`src/rtl/sum_serial.sv`:
```
// Multi-cycle adder: WIDTH-bit operands summed DIGIT bits per clock with a registered carry.
// Define SUM_SERIAL_SUB_EN to add the 'op' port (op=1 computes xi - yi).
module sum_serial #(
  parameter int WIDTH = 8,
  parameter int DIGIT = 1
) (
  input  logic             clk,
  input  logic             rst,
  input  logic             start,
  input  logic [WIDTH-1:0] xi,
  input  logic [WIDTH-1:0] yi,
  input  logic             ci,
`ifdef SUM_SERIAL_SUB_EN
  input  logic             op,
`endif
  output logic [WIDTH-1:0] Si,
  output logic             Co,
  output logic             ovf,
  output logic             busy,
  output logic             done
);

  // state | meaning
  // IDLE  | waiting for start; outputs hold the last result
  // RUN   | one digit added per edge, N edges in total
  // DONE  | one-cycle result-valid pulse

  localparam int N  = WIDTH / DIGIT;
  localparam int CW = (N > 1) ? $clog2(N) : 1;
  localparam logic [CW-1:0] CNT_LAST = CW'(N - 1);

  if (WIDTH % DIGIT != 0) begin : g_bad_digit
    $error("sum_serial: WIDTH (%0d) must be a multiple of DIGIT (%0d)", WIDTH, DIGIT);
  end

  typedef enum logic [1:0] {IDLE, RUN, DONE} state_t;

  state_t           state, state_nxt;
  logic [WIDTH-1:0] x_sh, y_sh, res, res_nxt;
  logic             carry;
  logic [CW-1:0]    cnt;
  logic [DIGIT:0]   dsum;
  logic             msb_cin;
  logic [WIDTH-1:0] y_ld;
  logic             c_ld;

`ifdef SUM_SERIAL_SUB_EN
  // subtract as x + ~y + 1; Co then reads as "no borrow"
  assign y_ld = op ? ~yi : yi;
  assign c_ld = op ? 1'b1 : ci;
`else
  assign y_ld = yi;
  assign c_ld = ci;
`endif

  always_comb begin
    dsum    = {1'b0, x_sh[DIGIT-1:0]} + {1'b0, y_sh[DIGIT-1:0]} + {{DIGIT{1'b0}}, carry};
    res_nxt = (res >> DIGIT) | (WIDTH'(dsum[DIGIT-1:0]) << (WIDTH - DIGIT));
    // carry into the digit's top bit, recovered from its sum bit; on the last digit this is the MSB carry-in
    msb_cin = dsum[DIGIT-1] ^ x_sh[DIGIT-1] ^ y_sh[DIGIT-1];
  end

  always_ff @(posedge clk or posedge rst) begin
    if (rst) state <= IDLE;
    else     state <= state_nxt;
  end

  always_comb begin
    state_nxt = state;
    busy      = 1'b0;
    done      = 1'b0;
    case (state)
      IDLE: if (start) state_nxt = RUN;
      RUN: begin
        busy = 1'b1;
        if (cnt == CNT_LAST) state_nxt = DONE;
      end
      DONE: begin
        done      = 1'b1;
        state_nxt = IDLE;
      end
      default: state_nxt = IDLE;
    endcase
  end

  always_ff @(posedge clk or posedge rst) begin
    if (rst) begin
      x_sh  <= '0;
      y_sh  <= '0;
      res   <= '0;
      carry <= 1'b0;
      cnt   <= '0;
      Si    <= '0;
      Co    <= 1'b0;
      ovf   <= 1'b0;
    end else if (state == IDLE && start) begin
      x_sh  <= xi;
      y_sh  <= y_ld;
      carry <= c_ld;
      res   <= '0;
      cnt   <= '0;
    end else if (state == RUN) begin
      x_sh  <= x_sh >> DIGIT;
      y_sh  <= y_sh >> DIGIT;
      carry <= dsum[DIGIT];
      res   <= res_nxt;
      cnt   <= cnt + 1'b1;
      if (cnt == CNT_LAST) begin
        Si  <= res_nxt;
        Co  <= dsum[DIGIT];
        ovf <= msb_cin ^ dsum[DIGIT];
      end
    end
  end

endmodule

```
`config.mk`:
```
export PLATFORM = sky130hd
export DESIGN_NAME = sum_serial
export DESIGN_NICKNAME = d
export VERILOG_FILES = /design/src/rtl/sum_serial.sv
export SDC_FILE = /design/constraint.sdc
export NUM_CORES = 1
export LEC_CHECK = 0
export BUFFER_PORTS_ARGS = -buffer_cell sky130_fd_sc_hd__buf_2
export CAP_MARGIN = 15
export CORE_MARGIN = 2
export CORE_UTILIZATION = 54
export CTS_CLUSTER_SIZE = 25
export DETAILED_ROUTE_END_ITERATION = 12
export GPL_ROUTABILITY_DRIVEN = 1
export PLACE_DENSITY = 0.78
export SLEW_MARGIN = 5
export SYNTH_ARGS = -nofsm -noshare
export SYNTH_HDL_FRONTEND = slang
export SYNTH_SLANG_ARGS = --single-unit
```
`constraint.sdc`:
```
create_clock -name clk -period 1.7 [get_ports clk]
set_input_delay 0 -clock clk [delete_from_list [all_inputs] [get_ports clk]]
set_output_delay 0 -clock clk [all_outputs]
set_load 0.005 [all_outputs]
```
Word-level counts from Yosys, hierarchy flattened
Index checks and enable logic that the tools add are counted.

Add/subtract/negate cells: 3. Equal/unequal tests: 5. Muxes and demuxes: 15. Bitwise logic cells: 5. Reductions and logical operators: 5.

Operator list (count): $mux 8 (6); $or 7x8->8 (1); $mux 3 (2); $mux 1 (4); $mux 2 (2); $ne 2x2->1 const B (2); $pmux 2 s2 (1); $add 3x1->3 const B (1); $eq 3x3->1 const B (1); $reduce_and 3->1 (1); $xor 1x1->1 (3); $add 1x1->2 (1); $add 2x1->2 (1); $eq 2x1->1 const B (1); $eq 2x2->1 const B (1); $logic_not 2->1 (1); $reduce_and 2->1 (1); $reduce_bool 2->1 (1); $logic_and 1x1->1 (1); $not 1->1 (1).

Bits in registers: 40. Input bits: 20. Word-level logic and storage cells: 42.

Depth between registers and ports, before layout
Gate-level depths: netlist (run 1).

Depth after elaboration: 5. Gate-level depth with buffers: 6. Depth with buffers taken out: 5.

Worst setup path after synthesis (run 1)
OpenSTA, ideal clock, no wires.

Path kind: reg2reg. Start point: reg x_sh[0]. End point: reg ovf. Setup time: 0.126 ns. Arrival time: 1.314 ns. Data required time: 1.574 ns. Slack: 0.260 ns. Cell stages (with the launch flop): 6. Cell sequence: dfrtp_1 inv_1 fa_1 xnor2_1 xnor2_1 o21ai_0.

Cells in the longest elaborated chain, start to end: 5.

Ends and longest elaborated chain: start, declared (line 39) `logic [WIDTH-1:0] x_sh, y_sh, res, res_nxt;`; start signal, assigned (line 97) `x_sh <= xi;`; start signal, assigned (line 103) `x_sh <= x_sh >> DIGIT;`; $add 1x1->2 (line 57) `dsum = {1'b0, x_sh[DIGIT-1:0]} + {1'b0, y_sh[DIGIT-1:0]} + {{DIGIT{1'b0}}, carry};`; $add 2x1->2 (line 57); $xor 1x1->1 (2 in a row) (line 60) `msb_cin = dsum[DIGIT-1] ^ x_sh[DIGIT-1] ^ y_sh[DIGIT-1];`; $xor 1x1->1 (*) (line 111) `ovf <= msb_cin ^ dsum[DIGIT];`; end signal, assigned (line 111); end, declared (line 18) `output logic ovf,`.

Mark *: on every way between the ends. The rest lies on a longest branch, timed or not. A chain may end at the register's enable or synchronous reset.

Worst setup path after layout (run 1)
Ends and elaborated chain as after synthesis.

==> qor.csv, run 1 <==
metric,value,unit
wire per inst,13.94,um
first-pass GRT wire length,5609,um
worst reg-to-reg path cell count,5,
GRT overflow,0,
Cells after Synth,154,
hold wc startpoint,yi[2],
clock slew at reported path FFs,120,ps
root buf cell,clkbuf_4,
CP Data Arrival Time,1790,ps
synthesized flop and latch total,39,
Layout area overhead,17.52,%
Vias,1252,
Worst setup endpoint,ovf,
"Setup Fix Bufs, Post-CTS",0,
power density cells,1848,nW/um2
initial drt markers,64,
CP peak stage delay,590,ps
"CP delay by family, top",adder cells,
RR Startpoint,x_sh[0],
share of cells above drive strength 1,30.00,%
Tightest Pin Transition,707.4,ps
syn avg cell area,11.64,um2
post_cts resized,0,
crit-path cells,inv_1 > fa_1 > xnor2_1 > xnor2_1 > o21ai_0,
synth unique cells,26,
leak pwr,1.018,nW
clk_lat worst skew,350,ps
ANT nets after route,0,
Max-slew headroom,52.67,%
TritonCTS clock tree,built,
WHS,38.45,ps
Crit path depth,5,
syn_nets,177,
I/O pin count,32,
Max-cap violations,0,
Final setup violation count,0,
setup total negative slack,0,ps
CP Class,reg2reg,
total clock sinks,39,
synth cell count leaders,"dfrtp_1, o22a_1",
CTS Buf Count,5,
CP max FO,3,
CTS max path bufs,2,
RSZ-0062 raised after global routing,false,
Post-Syn Area,1793,um2
yosys warns,0,
Non-Filler Instances,234,
Core Box Area,3103,um2
Max Slew Vio Count,0,
crit path time final,1553,ps
ant diodes,0,
CP Capture Type,flop,
critical path data required time,1930,ps
Filler Cell Count,262,
die area,3797,um2
drt drc,0,
H-tree depth,2,
drt total wl,3263,um
Detailed Place HPWL,2281,um
placed cell count,223,
Placer Congestion,0.7314,
largest net degree at the start of global routing,40,
Die X,61.62,um
Post-CTS Hold Buffers,3,
R2R Setup Slk,150,ps
ys async rst share,100.0,%
r2r endpoint,ovf,
"Seq/Total Area, Yosys",54.43,%
Post-synth EDFFs,0,
router iterations before antenna repair,4,
antenna violations before repair,0,
"most used cell, CP",xnor2_1,
Final Hold Fails,0,
status,finished clean,
type of the worst min-delay path,in2reg,
most frequent cell after synthesis,dfrtp_1,
"Primary FF master, synth",dfrtp_1,
synth top area cells,"dfrtp_1, o22a_1, a22o_1",
vias in the first global route,1236,
port buffer count,31,
Max Fclk,0.6437,GHz
VDD IR-drop max,924.9,uV
Synth area leader,dfrtp_1,
Worst setup startpoint,x_sh[0],
worst path bufs/invs,1,
Synth top area share,54.43,%
CP Launch Type,flop,
Worst path slowest cell,fa_1,
chip height,61.62,um
NumNets Final,212,
num rows,20,
Vias/cell,5.350,
final cycle utilization of the critical path,91.38,%
Setup Skew,10.68,ps
Starting Density,57.78,%
GRT Util Overall,20.78,%
==> through the flow <==
stage / utilization (%) / setup slack (ps) / instance area [um2] / power (mW)
after floorplan: - / 259.7 / 1793 / 2.782
after global placement: 63.55 / 212.4 / 1972 / 3.059
after detailed placement: 63.55 / 150.3 / 1972 / 3.160
after CTS: 67.90 / 134.6 / 2107 / 3.935
after global routing: 67.90 / 58.03 / 2107 / 4.221
final: 67.90 / 146.5 / 2107 / 3.893
==> metal layers <==
metal  share of wire [%]  up-vias  GRT usage [%]
met4                 1.4        0          7.295
met1                  45      611          25.64
met3                 4.0        6          6.303
met5                   0        -              0
li1                    -      610              -
met2                  49       25          34.59
==> worst min-delay path by stage <==
stage	slack, ps	cells after the start	end
after floorplan	130	1	x_sh[7]
after global placement	130	3	cnt[1]
after detailed placement	140	3	y_sh[7]
after CTS	20	4	y_sh[2]
final	40	4	y_sh[2]
after global routing	30	4	y_sh[2]
==> layout make-up <==
cell class,instances,area (um2),area share [%]
Sequential cell,39,975.9,46.32
Multi-Input combinational cell,98,729.5,34.62
Timing Repair Buffer,38,215.2,10.21
Clock inverter,3,67.56,3.207
Tap cell,44,55.05,2.613
Clock buffer,5,37.54,1.781
Inverter,7,26.28,1.247
==> report_power, final <==
group,switching (mW),leakage [nW],internal (mW)
clock network,0.311,0.0514,0.457
logic,0.681,0.481,0.825
registers,0.278,0.486,1.34
total,1.27,1.02,2.62
==> cells in the final DEF (no fill, tap or decap), types with 2 or more instances in the layout <==
master / n
a21oi_1: 10
a221o_1: 4
a22o_1: 10
a2bb2oi_1: 2
buf_2: 31
buf_4: 4
bufinv_16: 2
clkbuf_4: 5
dfrtp_1: 39
dlygate4sd3_1: 3
ha_1: 2
inv_1: 6
mux2_2: 4
mux2_4: 3
nand2_1: 9
nand2b_1: 4
nand2b_2: 2
nor2_1: 10
nor2b_1: 10
o21ai_0: 9
o22a_1: 11
xnor2_1: 3
==> cells by family (layout without fill, tap and decap cells) <==
group | count (synthesis) | count (layout) | synth area share [%]
adders and majority gates | 3 | 3 | 2.512
DFF | 39 | 39 | 54.43
and+or+nand+nor | 38 | 38 | 12.28
buffers and inverters | 17 | 53 | 4.884
xor gates and xnor gates | 3 | 3 | 1.466
muxes | 7 | 7 | 5.024
AOI/OAI and AO/OA | 47 | 47 | 19.40
==> registers in the layout, indices dropped and copies added (netlist names) <==
signal  count
state       2
x_sh        8
Si          8
cnt         3
carry       1
ovf         1
Co          1
res         7
y_sh        8
==> worst min-delay path, cell delays in order <==
cell and delay [ps]:
buf_2 70, nand2b_1 50, o21ai_0 140, a221o_1 100
No activity file was read; power rests on OpenSTA's default activity.
==> run 2, diff against run 1 <==
Settings changed: BUFFER_PORTS_ARGS -buffer_cell sky130_fd_sc_hd__buf_2 to not set, CELL_PAD_IN_SITES_DETAIL_PLACEMENT set to 1, CELL_PAD_IN_SITES_GLOBAL_PLACEMENT set to 1, CORE_UTILIZATION 54 to 49, DONT_BUFFER_PORTS set to 1, PLACE_DENSITY 0.78 to not set, PLACE_DENSITY_LB_ADDON set to 0.1.
==> qor.csv, run 2 (synthesis results as in run 1) <==
metric,value,unit,change
Final Hold Fails,0,,unchanged
drt drc,0,,unchanged
area of the multi-input gates,729.5,um2,unchanged
post_cts resized,0,,unchanged
initial drt markers,35,,-45%
power density cells,1820,nW/um2,-1.5%
critical path data required time,1980,ps,+50 ps
CP Class,reg2reg,,
Post-CTS Hold Buffers,16,,+13
Max-cap violations,0,,unchanged
Largest regs,"Si x8, x_sh x8, y_sh x8",,
Layout area overhead,15.63,%,
H-tree depth,2,,unchanged
first-pass GRT wire length,6741,um,+20%
ANT nets after route,0,,unchanged
Die X,64.49,um,+4.7%
port buffer count,0,,-100%
ant diodes,0,,unchanged
Overall Power,3.774,mW,-3.1%
"commonest non-fill, non-tap cells in the layout","dfrtp_1, dlygate4sd3_1, o22a_1",,
wire per inst,18.01,um,+29%
Max-slew headroom,45.11,%,-7.6 points
share of cells above drive strength 1,15.61,%,-14 points
Vias/cell,5.726,,+7.0%
die area,4159,um2,+9.5%
crit path time final,1607,ps,+53.24 ps
CP Data Arrival Time,1890,ps,+100 ps
Setup Skew,9.463,ps,-1.213 ps
I/O pin count,32,,unchanged
antenna violations before repair,0,,unchanged
total clock sinks,39,,unchanged
GRT overflow,0,,unchanged
root buf cell,clkbuf_4,,
CTS max path bufs,2,,unchanged
"commonest non-fill, non-tap cell in the layout",dfrtp_1,,
num rows,21,,+5.0%
RSZ-0062 raised after global routing,false,,
Tightest Pin Transition,820.3,ps,+112.9 ps
TritonCTS clock tree,built,,
setup total negative slack,0,ps,unchanged
CP max FO,11,,+8
clock slew at reported path FFs,120,ps,about the same
CTS Buf Count,5,,unchanged
largest net degree at the start of global routing,40,,unchanged
NumNets Final,195,,-8.0%
status,finished clean,,
type of the worst min-delay path,in2reg,,
chip height,64.49,um,+4.7%
routing usage on met1,25.49,%,-0.15 points
GR Util met3,5.382,%,-0.92 points
Placer Congestion,0.6976,,-4.6%
Reg area,975.9,um2,unchanged
final cycle utilization of the critical path,94.51,%,+3.1 points
Vias,1254,,+0.16%
"Setup Fix Bufs, Post-CTS",0,,unchanged
Max Slew Vio Count,0,,unchanged
vias in the first global route,1411,,+14%
VDD IR-drop max,739.8,uV,-20%
CP Capture Type,flop,,
router iterations before antenna repair,4,,unchanged
Filler Cell Count,352,,+34%
gr busiest metal,met2,,
GRT Util Overall,21.43,%,+0.65 points
Core Box Area,3416,um2,+10%
pre-CTS setup slack,136.1,ps,-14.14 ps
drt total wl,3945,um,+21%
Max Fclk,0.6224,GHz,-3.3%
Final setup violation count,0,,unchanged
leak pwr,0.9441,nW,-7.3%
setup ws final,93.28,ps,-53.24 ps
clk_lat worst skew,340,ps,about the same
GR Util met2,38.02,%,+3.4 points
CP Launch Type,flop,,
Detailed Place HPWL,2553,um,+12%
Starting Density,52.49,%,-5.3 points
## run 2: cell types whose count changed in the layout (fill, tap and decap cells not counted), sizes merged
cell / change
buf: -30
dlygate4sd3: +13
bufinv: -1
clkbuf: +1
clkinv: +1
clkinvlp: -1
## run 2: critical path, cell delays in order, from the launching register on
cell	delay (ps)
dfrtp_1	560
nor2_4	100
nor2_1	640
o22a_1	250
## run 2: final timing paths
| check | end | from | depth (start not counted) | slack (ps) |
|---|---|---|---|---|
| setup / recovery | x_sh[6] | state[0] | 3 | 90 |
| hold / removal | x_sh[0] | xi[0] | 3 | 10 |
| setup reg to reg | x_sh[6] | state[0] | 3 | 90 |
| hold reg to reg | cnt[2] | cnt[2] | 1 | 520 |
| max in group asynchronous | res[7] | rst | 3 | 1150 |
| min in group asynchronous | carry | rst | 3 | 210 |
## run 2: cell type report
class	instances	area share, %
well taps	46	2.776
inverters	7	1.267
multi-input cells	98	35.18
clock inverters	2	1.690
repair buffers	21	9.535
flip-flops and latches	39	47.07
clock buffers	6	2.474
## run 2: where the power goes
part / internal, mW / switching (mW)
Clock: 0.348 / 0.300
Combinational: 0.765 / 0.681
Sequential: 1.34 / 0.338
## run 2: metal layers
metal / share of wire [%] / vias up
met2: 52 / 33
li1: - / 576
met4: 1.4 / 0
met1: 42 / 639
met3: 4.0 / 6
met5: 0 / -
## run 2: through the flow
| step | util (%) | hold slack (ps) | std cells | cell area, um2 |
|---|---|---|---|---|
| final | 60.70 | 13.69 | 219 | 2073 |
| after global routing | 60.70 | 21.29 | 219 | 2073 |
| after CTS | 60.70 | 2.221 | 219 | 2073 |
| after detailed placement | 53.48 | 47.44 | 195 | 1827 |
| after global placement | 53.48 | 35.39 | 195 | 1827 |
| after floorplan | - | 132.5 | 154 | 1793 |
==> run 3, diff against run 2 <==
Settings changed: MAX_ROUTING_LAYER set to met4, SLEW_MARGIN 5 to not set.
==> qor.csv, run 3 (synthesis results as in run 1) <==
metric,value,unit,change
Overall Power,3.775,mW,about the same
antenna violations before repair,0,,unchanged
num rows,21,,unchanged
share of cells above drive strength 1,15.61,%,unchanged
GRT overflow,0,,unchanged
Setup Skew,10.22,ps,+0.7586 ps
setup ws final,119.4,ps,+26.16 ps
Detailed Place HPWL,2553,um,unchanged
port buffer count,0,,unchanged
CP Data Arrival Time,1870,ps,-20 ps
power density cells,1821,nW/um2,about the same
initial drt markers,39,,+11%
Core Box Area,3416,um2,unchanged
Tightest Pin Transition,795.4,ps,-24.94 ps
TritonCTS clock tree,built,,
"commonest non-fill, non-tap cells in the layout","dfrtp_1, dlygate4sd3_1, o22a_1",,
ant diodes,0,,unchanged
crit path time final,1581,ps,-26.16 ps
"Design Area, Final",2073,um2,unchanged
Area after DPL,1827,um2,unchanged
CP Capture Type,flop,,
drt total wl,3903,um,-1.1%
chip height,64.49,um,unchanged
Vias,1264,,+0.80%
Placer Congestion,0.7052,,+1.1%
Largest regs,"Si x8, x_sh x8, y_sh x8",,
ANT nets after route,0,,unchanged
NumNets Final,195,,unchanged
VDD IR-drop max,740.3,uV,about the same
total clock sinks,39,,unchanged
CP Launch Type,flop,,
Max Slew Vio Count,0,,unchanged
final cycle utilization of the critical path,92.97,%,-1.5 points
wire per inst,17.82,um,-1.1%
die area,4159,um2,unchanged
drt drc,0,,unchanged
pre-CTS setup slack,136.1,ps,unchanged
Layout area overhead,15.63,%,unchanged
first-pass GRT wire length,6748,um,+0.10%
I/O pin count,32,,unchanged
final core occ,60.70,%,unchanged
GRT Util Overall,22.03,%,+0.60 points
status,finished clean,,
largest net degree at the start of global routing,40,,unchanged
Final Hold Fails,0,,unchanged
RSZ-0062 raised after global routing,false,,
clk_lat worst skew,340,ps,about the same
H-tree depth,2,,unchanged
vias in the first global route,1409,,-0.14%
Vias/cell,5.772,,+0.80%
Max Fclk,0.6327,GHz,+1.7%
root buf cell,clkbuf_4,,
CTS Buf Count,5,,unchanged
critical path data required time,1990,ps,about the same
Die X,64.49,um,unchanged
CTS max path bufs,2,,unchanged
leak pwr,0.9441,nW,unchanged
CP max FO,11,,unchanged
Max-cap violations,0,,unchanged
Max-slew headroom,46.78,%,+1.7 points
Starting Density,52.49,%,unchanged
setup total negative slack,0,ps,unchanged
router iterations before antenna repair,4,,unchanged
clock slew at reported path FFs,120,ps,about the same
Final setup violation count,0,,unchanged
CP Class,reg2reg,,
Filler Cell Count,352,,unchanged
type of the worst min-delay path,in2reg,,
"commonest non-fill, non-tap cell in the layout",dfrtp_1,,
[run 3: cell counts in the layout (fill, tap and decap cells not counted)]
No cell type changed its count.
[run 3: metrics by stage]
stage	hold WS (ps)	instances
after CTS	2.221	219
after detailed placement	47.44	195
after floorplan	132.5	154
after global routing	21.21	219
after global placement	35.39	195
final	11.80	219
[run 3: worst max-delay path: stages, from the launching register on]
cell     delay [ps]
dfrtp_1         560
nor2_4          100
nor2_1          620
o22a_1          250
[run 3: final timing paths]
kind	from	slack, ps	to	depth (start not counted)
setup / recovery	state[0]	120	x_sh[6]	3
hold / removal	xi[0]	10	x_sh[0]	3
setup reg to reg	state[0]	120	x_sh[6]	3
hold reg to reg	x_sh[1]	530	x_sh[1]	1
max in group asynchronous	rst	1160	state[1]	3
min in group asynchronous	rst	210	carry	3
[run 3: layout make-up]
class                      instances  area (um2)  area share (%)
clock buffer                       6       51.30           2.474
multi-input combinational         98       729.5           35.18
sequential                        39       975.9           47.07
clock inverter                     2       35.03           1.690
inverter                           7       26.28           1.267
timing repair buffer              21       197.7           9.535
tap                               46       57.56           2.776
[run 3: what timing repair did]
item                                   in CTS  in global routing
setup buffers                               0                  0
resized for setup                           0                  0
endpoints found under the hold margin      56                  0
hold buffers                               16                  0
[run 3: where the power goes]
group / internal (mW) / switching, mW / total [mW]
Sequential: 1.34 / 0.338 / 1.68
Combinational: 0.766 / 0.677 / 1.44
Clock: 0.348 / 0.304 / 0.651
[run 3: routing by layer]
metal  routed length (um)  track usage (%)
met4                   53            6.915
met2                 2052            38.02
met1                 1639            25.61
met3                  158            5.208
met5                    0                -
